### src/rtl/snow64_alu_vec_sequencer_pkg.sv
// Shared ALU types for Snow64, plus the vector sequencer's state,
// width constants, request/result structs and the opcode legality check.
package PkgSnow64Alu;

   localparam int WIDTH__OF_64               = 64;
   localparam int MSB_POS__OF_64             = WIDTH__OF_64 - 1;
   localparam int WIDTH__OF_256              = 256;
   localparam int MSB_POS__OF_256            = WIDTH__OF_256 - 1;
   localparam int MSB_POS__ALU_VEC_SEQ_COUNT = 1;

   typedef enum logic [3:0] {
      OpAdd      = 4'd0,
      OpSub      = 4'd1,
      OpSlt      = 4'd2,
      OpDummy0   = 4'd3,
      OpDummy1   = 4'd4,
      OpAnd      = 4'd5,
      OpOrr      = 4'd6,
      OpXor      = 4'd7,
      OpShl      = 4'd8,
      OpShr      = 4'd9,
      OpInv      = 4'd10,
      OpNot      = 4'd11,
      OpAddAgain = 4'd12,
      OpDummy2   = 4'd13,
      OpDummy3   = 4'd14,
      OpDummy4   = 4'd15
   } AluOper;

   typedef struct packed {
      logic [MSB_POS__OF_64:0] a;
      logic [MSB_POS__OF_64:0] b;
      AluOper                  oper;
      logic                    unsgn_or_sgn;
   } PortIn_Alu64;

   typedef struct packed {
      logic [MSB_POS__OF_64:0] data;
   } PortOut_Alu64;

   typedef enum logic [1:0] {
      Idle = 2'd0,
      Run  = 2'd1,
      Done = 2'd2
   } AluVecSeqState;

   typedef struct packed {
      logic [MSB_POS__OF_256:0]            a;
      logic [MSB_POS__OF_256:0]            b;
      AluOper                              oper;
      logic                                unsgn_or_sgn;
      logic [MSB_POS__ALU_VEC_SEQ_COUNT:0] count_m1;
   } PortIn_AluVecSeq;

   typedef struct packed {
      logic [MSB_POS__OF_256:0] data;
      logic                     err;
   } PortOut_AluVecSeq;

   function automatic logic is_legal_alu_oper(input AluOper op);
      logic legal;
      case (op)
         OpAdd, OpSub, OpSlt, OpAnd, OpOrr, OpXor,
         OpShl, OpShr, OpInv, OpNot, OpAddAgain: legal = 1'b1;
         default:                                legal = 1'b0;
      endcase
      return legal;
   endfunction

endpackage

### src/rtl/snow64_alu_vec_sequencer.sv
// Runs a vector ALU op one 64-bit element per cycle through a shared,
// combinational Alu64 owned by the parent; result offered via valid/ready.
module snow64_alu_vec_sequencer
   import PkgSnow64Alu::*;
#(
   parameter int unsigned NUM_ELEMS = 4
) (
   input  logic                    clk,
   input  logic                    rst,
   input  logic                    in_valid,
   output logic                    out_ready_in,
   input  logic [NUM_ELEMS*64-1:0] in_a,
   input  logic [NUM_ELEMS*64-1:0] in_b,
   input  AluOper                  in_oper,
   input  logic                    in_unsgn_or_sgn,
   input  logic [1:0]              in_count_m1,
   output PortIn_Alu64             out_alu,
   input  PortOut_Alu64            in_alu,
   output logic                    out_valid,
   input  logic                    in_ready_out,
   output logic [NUM_ELEMS*64-1:0] out_data,
   output logic                    out_err
);

   localparam int unsigned VecW = NUM_ELEMS * 64;

   AluVecSeqState   r_state;
   AluVecSeqState   w_next_state;
   logic [VecW-1:0] r_a;
   logic [VecW-1:0] r_b;
   logic [VecW-1:0] r_data;
   AluOper          r_oper;
   logic            r_unsgn_or_sgn;
   logic [1:0]      r_count_m1;
   logic [1:0]      r_idx;
   logic            r_err;
   logic            w_accept;
   logic            w_legal;

   assign out_ready_in = (r_state == Idle);
   assign out_valid    = (r_state == Done);
   assign out_data     = r_data;
   assign out_err      = r_err;
   assign w_accept     = in_valid && out_ready_in;
   assign w_legal      = is_legal_alu_oper(in_oper);

   always_comb begin
      w_next_state = r_state;
      case (r_state)
         Idle: if (w_accept) w_next_state = w_legal ? Run : Done;
         Run:  if (r_idx == r_count_m1) w_next_state = Done;
         Done: if (in_ready_out) w_next_state = Idle;
         default: w_next_state = Idle;
      endcase
   end

   // The ALU bus is only non-zero while an element is being issued.
   always_comb begin
      out_alu = '0;
      if (r_state == Run) begin
         for (int unsigned k = 0; k < NUM_ELEMS; k++) begin
            if (32'(r_idx) == k) begin
               out_alu.a = r_a[k*64 +: 64];
               out_alu.b = r_b[k*64 +: 64];
            end
         end
         out_alu.oper         = r_oper;
         out_alu.unsgn_or_sgn = r_unsgn_or_sgn;
      end
   end

   always_ff @(posedge clk) begin
      if (rst) begin
         r_state        <= Idle;
         r_a            <= '0;
         r_b            <= '0;
         r_data         <= '0;
         r_oper         <= OpAdd;
         r_unsgn_or_sgn <= 1'b0;
         r_count_m1     <= '0;
         r_idx          <= '0;
         r_err          <= 1'b0;
      end else begin
         r_state <= w_next_state;
         if (w_accept) begin
            r_a            <= in_a;
            r_b            <= in_b;
            r_oper         <= in_oper;
            r_unsgn_or_sgn <= in_unsgn_or_sgn;
            r_count_m1     <= in_count_m1;
            r_idx          <= '0;
            r_data         <= '0;
            r_err          <= !w_legal;
         end else if (r_state == Run) begin
            for (int unsigned k = 0; k < NUM_ELEMS; k++) begin
               if (32'(r_idx) == k) r_data[k*64 +: 64] <= in_alu.data;
            end
            r_idx <= r_idx + 2'd1;
         end
      end
   end

endmodule

### config.mk
export PLATFORM = sky130hd
export DESIGN_NAME = snow64_alu_vec_sequencer
export DESIGN_NICKNAME = d
export VERILOG_FILES = /design/src/rtl/snow64_alu_vec_sequencer_pkg.sv /design/src/rtl/snow64_alu_vec_sequencer.sv
export SDC_FILE = /design/constraint.sdc
export NUM_CORES = 2
export LEC_CHECK = 0
export ABC_CLOCK_PERIOD_IN_PS = 2100
export BUFFER_PORTS_ARGS = -buffer_cell sky130_fd_sc_hd__buf_2
export CELL_PAD_IN_SITES_DETAIL_PLACEMENT = 1
export CELL_PAD_IN_SITES_GLOBAL_PLACEMENT = 1
export CORE_AREA = 5 5 374 376
export DETAILED_ROUTE_END_ITERATION = 8
export DIE_AREA = 0 0 379 381
export PLACE_DENSITY = 0.57
export RECOVER_POWER = 100
export SYNTH_ARGS = -nofsm -noshare
export SYNTH_HDL_FRONTEND = slang
export SYNTH_SLANG_ARGS = --single-unit
### constraint.sdc
create_clock -name clk -period 2.1 [get_ports clk]
set_clock_uncertainty 0.05 [all_clocks]
set_input_delay 0.42 -clock clk [delete_from_list [all_inputs] [get_ports clk]]
set_output_delay 0.42 -clock clk [all_outputs]
set_load 0.03 [all_outputs]
## Word level (Yosys, flattened, before mapping)

Memory sizes are Yosys's and may differ from the RTL's.
Index checks and enable logic that the tools add are counted.

| storage, ports and cells | value |
|---|---|
| word-level logic and storage cells | 43 |
| register bits | 780 |
| memories kept | 1 |
| ROM bits | 16 |
| bits of input ports | 587 |
| output and inout port bits | 392 |

| operators by class | value |
|---|---|
| $add $sub $neg | 1 |
| eq/ne operators | 9 |
| muxes and demuxes | 10 |
| reductions and logical operators | 10 |

Memory list:

| memory | words | width | rd ports | clocked after Yosys merged registers in | write ports | RTL line | RTL |
|---|---|---|---|---|---|---|---|
| (name not given) | 16 | 1 | 1 | 0 | 0 | snow64_alu_vec_sequencer_pkg.sv:62 | `case (op)` |

Operator list:

| kind | number |
|---|---|
| $mux 128 | 4 |
| $mux 133 | 1 |
| $mux 2 | 4 |
| $reduce_and 2->1 | 4 |
| $eq 2x2->1 const B | 3 |
| $pmux 2 s3 | 1 |
| $eq 2x1->1 const B | 2 |
| $logic_not 2->1 | 2 |
| $ne 2x1->1 const B | 2 |
| $reduce_and 3->1 | 1 |
| $add 2x1->2 const B | 1 |
| $eq 2x2->1 | 1 |
| $ne 2x2->1 const B | 1 |
| $reduce_or 2->1 | 1 |
| $logic_and 1x1->1 | 1 |
| $logic_not 1->1 | 1 |

## Logic depth before layout (Yosys ltp)

| logic depth | value |
|---|---|
| word-level depth | 6 |
| mapped depth | 8 |
| mapped depth without buffers | 6 |

## Least setup slack after synthesis

OpenSTA, ideal clock, no wires.

| path | value |
|---|---|
| kind | reg-to-output |
| from | register r_idx[0] |
| to | output port out_alu[100] (netlist bit) |
| stages on the path, launching flop included | 8 |
| arrival | 1968 ps |
| path slack | -338 ps |
| required time | 1630 ps |
| buffers on the path | 3 |
| path through | dfxtp_1 > inv_1 > ha_1 > buf_2 > clkbuf_1 > clkbuf_1 > a211o_1 > a21oi_1 |

RTL lines:

| item | RTL line | RTL |
|---|---|---|
| from (decl) | snow64_alu_vec_sequencer.sv:35 | `logic [1:0] r_idx;` |
| from (signal assigned) | snow64_alu_vec_sequencer.sv:98 | `r_idx <= r_idx + 2'd1;` |
| to (decl) | snow64_alu_vec_sequencer.sv:17 | `output PortIn_Alu64 out_alu,` |

==> flow_summary_export.csv <==
group,metric,value,unit
run_status,status,"complete, but fails checks",
run_status,violations,"setup timing",
hold_path,hold_end,"r_a[64]",
cts,cts.sinks,780,
die,start_util,0.229,
critical_path,path_cells,"inv_4 -> ha_4 -> nor2b_4 -> buf_6 -> buf_12 -> buf_12 -> a221oi_1 -> a211o_1 -> a21oi_4 -> buf_6",
global_route,grt_pass1_wl,246000,um
synthesis,avgSynthCellArea,7.53,um2
final_layout,layout.nets,6267,
die,fp.dieW,379,um
final_layout,fillers,16300,
power_and_ir_drop,leakagePower,19.2,nW
global_route,grt_overflow,0,
critical_path,crit_type,"register to output port",
die,num_rows,136,
placement,portBuffers,978,
synthesis,synth_edf_count,0,
critical_path,r2r_slack,-330,ps
routing,drt-initial-drc-count,2084,
routing,avgViaCountPerCell,4.68,
die,die_h,381,um
synthesis,synth_warnings,0,
sta,tns,-180290,ps
cts,clockBufferDepth,3,
routing,antenna_left,0,
cts,clk_latency,700,ps
critical_path,crit_arrival,2680,ps
critical_path,crit_slowest_cell,"dfxtp_2",
cts,htree_levels,3,
sta,period_minus_slack,3150,ps
synthesis,ys_seq_elements,780,
hold_path,min_path_cells,3,
critical_path,critical-path-max-stage-delay,350,ps
synthesis,synth-async-reset-ratio,0,
synthesis,synth_nets,4742,
global_route,grt_antenna_before_repair,60,
sta,final-max-slew-violation-count,0,
placement,gp_congestion,0.835,
critical_path,required,1630,ps
synthesis,synth_cell_types,27,
sta,fmaxAchievable,318,MHz
sta,layout_worst_path_cycle_share,1.50,
final_layout,area_growth,63.8,%
sta,setup_viol,563,
global_route,grt_max_degree,111,
sta,worstMarginPinSlew,771,ps
power_and_ir_drop,ir_worst_vdd,0.000519,V
cts,cts_tree,"yes",
power_and_ir_drop,power,0.0419,W
cts,cts-root-buf,"clkbuf_16",
synthesis,netlist_area,31300,um2
critical_path,r2r_cells,7,
power_and_ir_drop,powerDensity,818,nW/um2
critical_path,cp_max_fo,11,
routing,wirelength,175000,um
sta,final_hold_viol_count,0,
sta,rsz0062_at_grt,"true",
critical_path,r2r_end,"r_a[250]",
routing,dr_total_vias,35500,
die,core-area,136000,um2
synthesis,synth_flop_cell,"dfxtp_1",
placement,dp_hpwl,119000,um
critical_path,end_kind,"output port",
global_route,grt_usage,0.225,
final_layout,drive_gt1_frac,0.225,
die,ioPinCount,979,
die,dieArea,144000,um2
cts,cts_made_buffers,93,
synthesis,ys_seq_area_frac,0.500,
critical_path,crit_family,"buffers and inverters",
hold_path,hold_start,"in_a[64]",
final_layout,final_cell_mix,"nand2_1 (1683), a21oi_1 (779), dfxtp_1 (777)",
global_route,grt_pass1_vias,37100,
sta,fin_ws,-1050,ps
routing,firstDrtPassIters,5,
cts,clk_pin_slew,50,ps
run,cap_violations,0,
critical_path,startpoint_type,"register",
routing,route.detailed.drc,0,
critical_path,rr_startpoint,"r_state[1]",
critical_path,path_buf_inv,5,
hold_path,hold_path_class,"primary input to register",
final_layout,final_common_cell,"nand2_1",
synthesis,syn_inst,4151,
routing,wire_per_inst,23.0,um
sta,slew_headroom,0.486,
==> synth_stat cells (2+ instances only) <==
| cell | instances | area, um2 |
|---|---|---|
| buf_1 | 6 | 22.5 |
| a21oi_1 | 907 | 4540 |
| nor2b_1 | 3 | 18.8 |
| a211oi_1 | 2 | 15.0 |
| xnor2_1 | 2 | 17.5 |
| buf_2 | 180 | 901 |
| dfxtp_1 | 780 | 15600 |
| clkbuf_1 | 141 | 529 |
| nand2_2 | 3 | 18.8 |
| buf_6 | 28 | 315 |
| o21ai_0 | 2 | 10.0 |
| nand2_1 | 1684 | 6320 |
| a221oi_1 | 128 | 1120 |
| and2_1 | 9 | 56.3 |
| ha_1 | 4 | 50.1 |
| nor2_1 | 3 | 11.3 |
| inv_1 | 132 | 495 |
| a211o_1 | 128 | 1120 |
==> what timing repair did <==
| action | 4_1_cts | 5_1_grt |
|---|---|---|
| resized for setup | 179 | 207 |
| setup endpoints to repair | 137 | 155 |
| pin swaps | 23 | 34 |
| hold endpoints to repair | 768 | 0 |
| hold buffers | 576 | 0 |
| buffers inserted | 21 | 11 |
| cloned | 10 | 10 |
==> layout make-up <==
class | count | area [um2] | area share
diodes | 40 | 100 | 0.00196
clock buffers | 138 | 2750 | 0.0537
clock inverters | 30 | 462 | 0.00902
inverters | 132 | 500 | 0.00978
multi-input cells | 2883 | 15100 | 0.295
flip-flops and latches | 780 | 15600 | 0.305
well taps | 1794 | 2240 | 0.0438
repair buffers | 1786 | 14400 | 0.281
==> state kept, by name, indices dropped and copies added, names as in the netlist <==
| name | flops |
|---|---|
| r_state | 2 |
| r_b | 256 |
| r_idx | 2 |
| r_count_m1 | 2 |
| r_oper | 4 |
| out_err | 1 |
| out_data | 256 |
| r_a | 256 |
| r_unsgn_or_sgn | 1 |
==> metrics by stage <==
| stage | instance area, um2 | instances | setup WS [ps] | util | hold WS [ps] |
|---|---|---|---|---|---|
| after CTS | 50500 | 7526 | -1100 | 0.370 | 0.189 |
| after detailed placement | 40600 | 6753 | -438 | 0.297 | 394 |
| final | 51200 | 7583 | -1050 | 0.375 | 52.8 |
| after floorplan | 32800 | 4151 | -63.8 | - | 382 |
| after global placement | 40600 | 6753 | -386 | 0.297 | 388 |
| after global routing | 51100 | 7563 | -1160 | 0.375 | 24.4 |
==> cells by family (layout without fill, tap and decap cells) <==
family                     after synthesis  count (layout)  share of synthesized area
AOI/OAI and AO/OA                     1169            1169                      0.218
xor gates and xnor gates                 3               3                   0.000841
adders and majority gates                4               4                    0.00160
buffers and inverters                  488            2086                     0.0727
DFF                                    780             780                      0.500
other                                    0              40                          0
and+or+nand+nor                       1707            1707                      0.207
==> per-layer routing <==
layer  part of all wire  track usage
met1               0.41        0.268
met5            0.00091            0
met2               0.48        0.386
met3              0.067       0.0589
met4              0.044       0.0893
==> power breakdown <==
part / internal [W] / leakage [nW] / switching, W / total [W]
Clock: 0.0102 / 1.58 / 0.00694 / 0.0171
Combinational: 0.00343 / 11.3 / 0.00494 / 0.00838
Sequential: 0.0158 / 6.37 / 0.000608 / 0.0164
Total: 0.0294 / 19.2 / 0.0125 / 0.0419
==> worst max path at each step <==
stage,depth (start not counted),startpoint,endpoint
final,10,r_idx[1],out_alu[38]
after global routing,10,r_idx[1],out_alu[38]
after CTS,10,r_idx[1],out_alu[39]
after detailed placement,9,r_idx[0],out_alu[8]
after global placement,9,r_idx[1],out_alu[8]
after floorplan,7,r_idx[0],out_alu[100]
==> tightest hold or removal path: cells and delay by family <==
kind	cells	cell delay, ps
simple gates	1	110
compound gates	1	80
buf+inv	1	100
No activity file was read; power rests on OpenSTA's default activity.
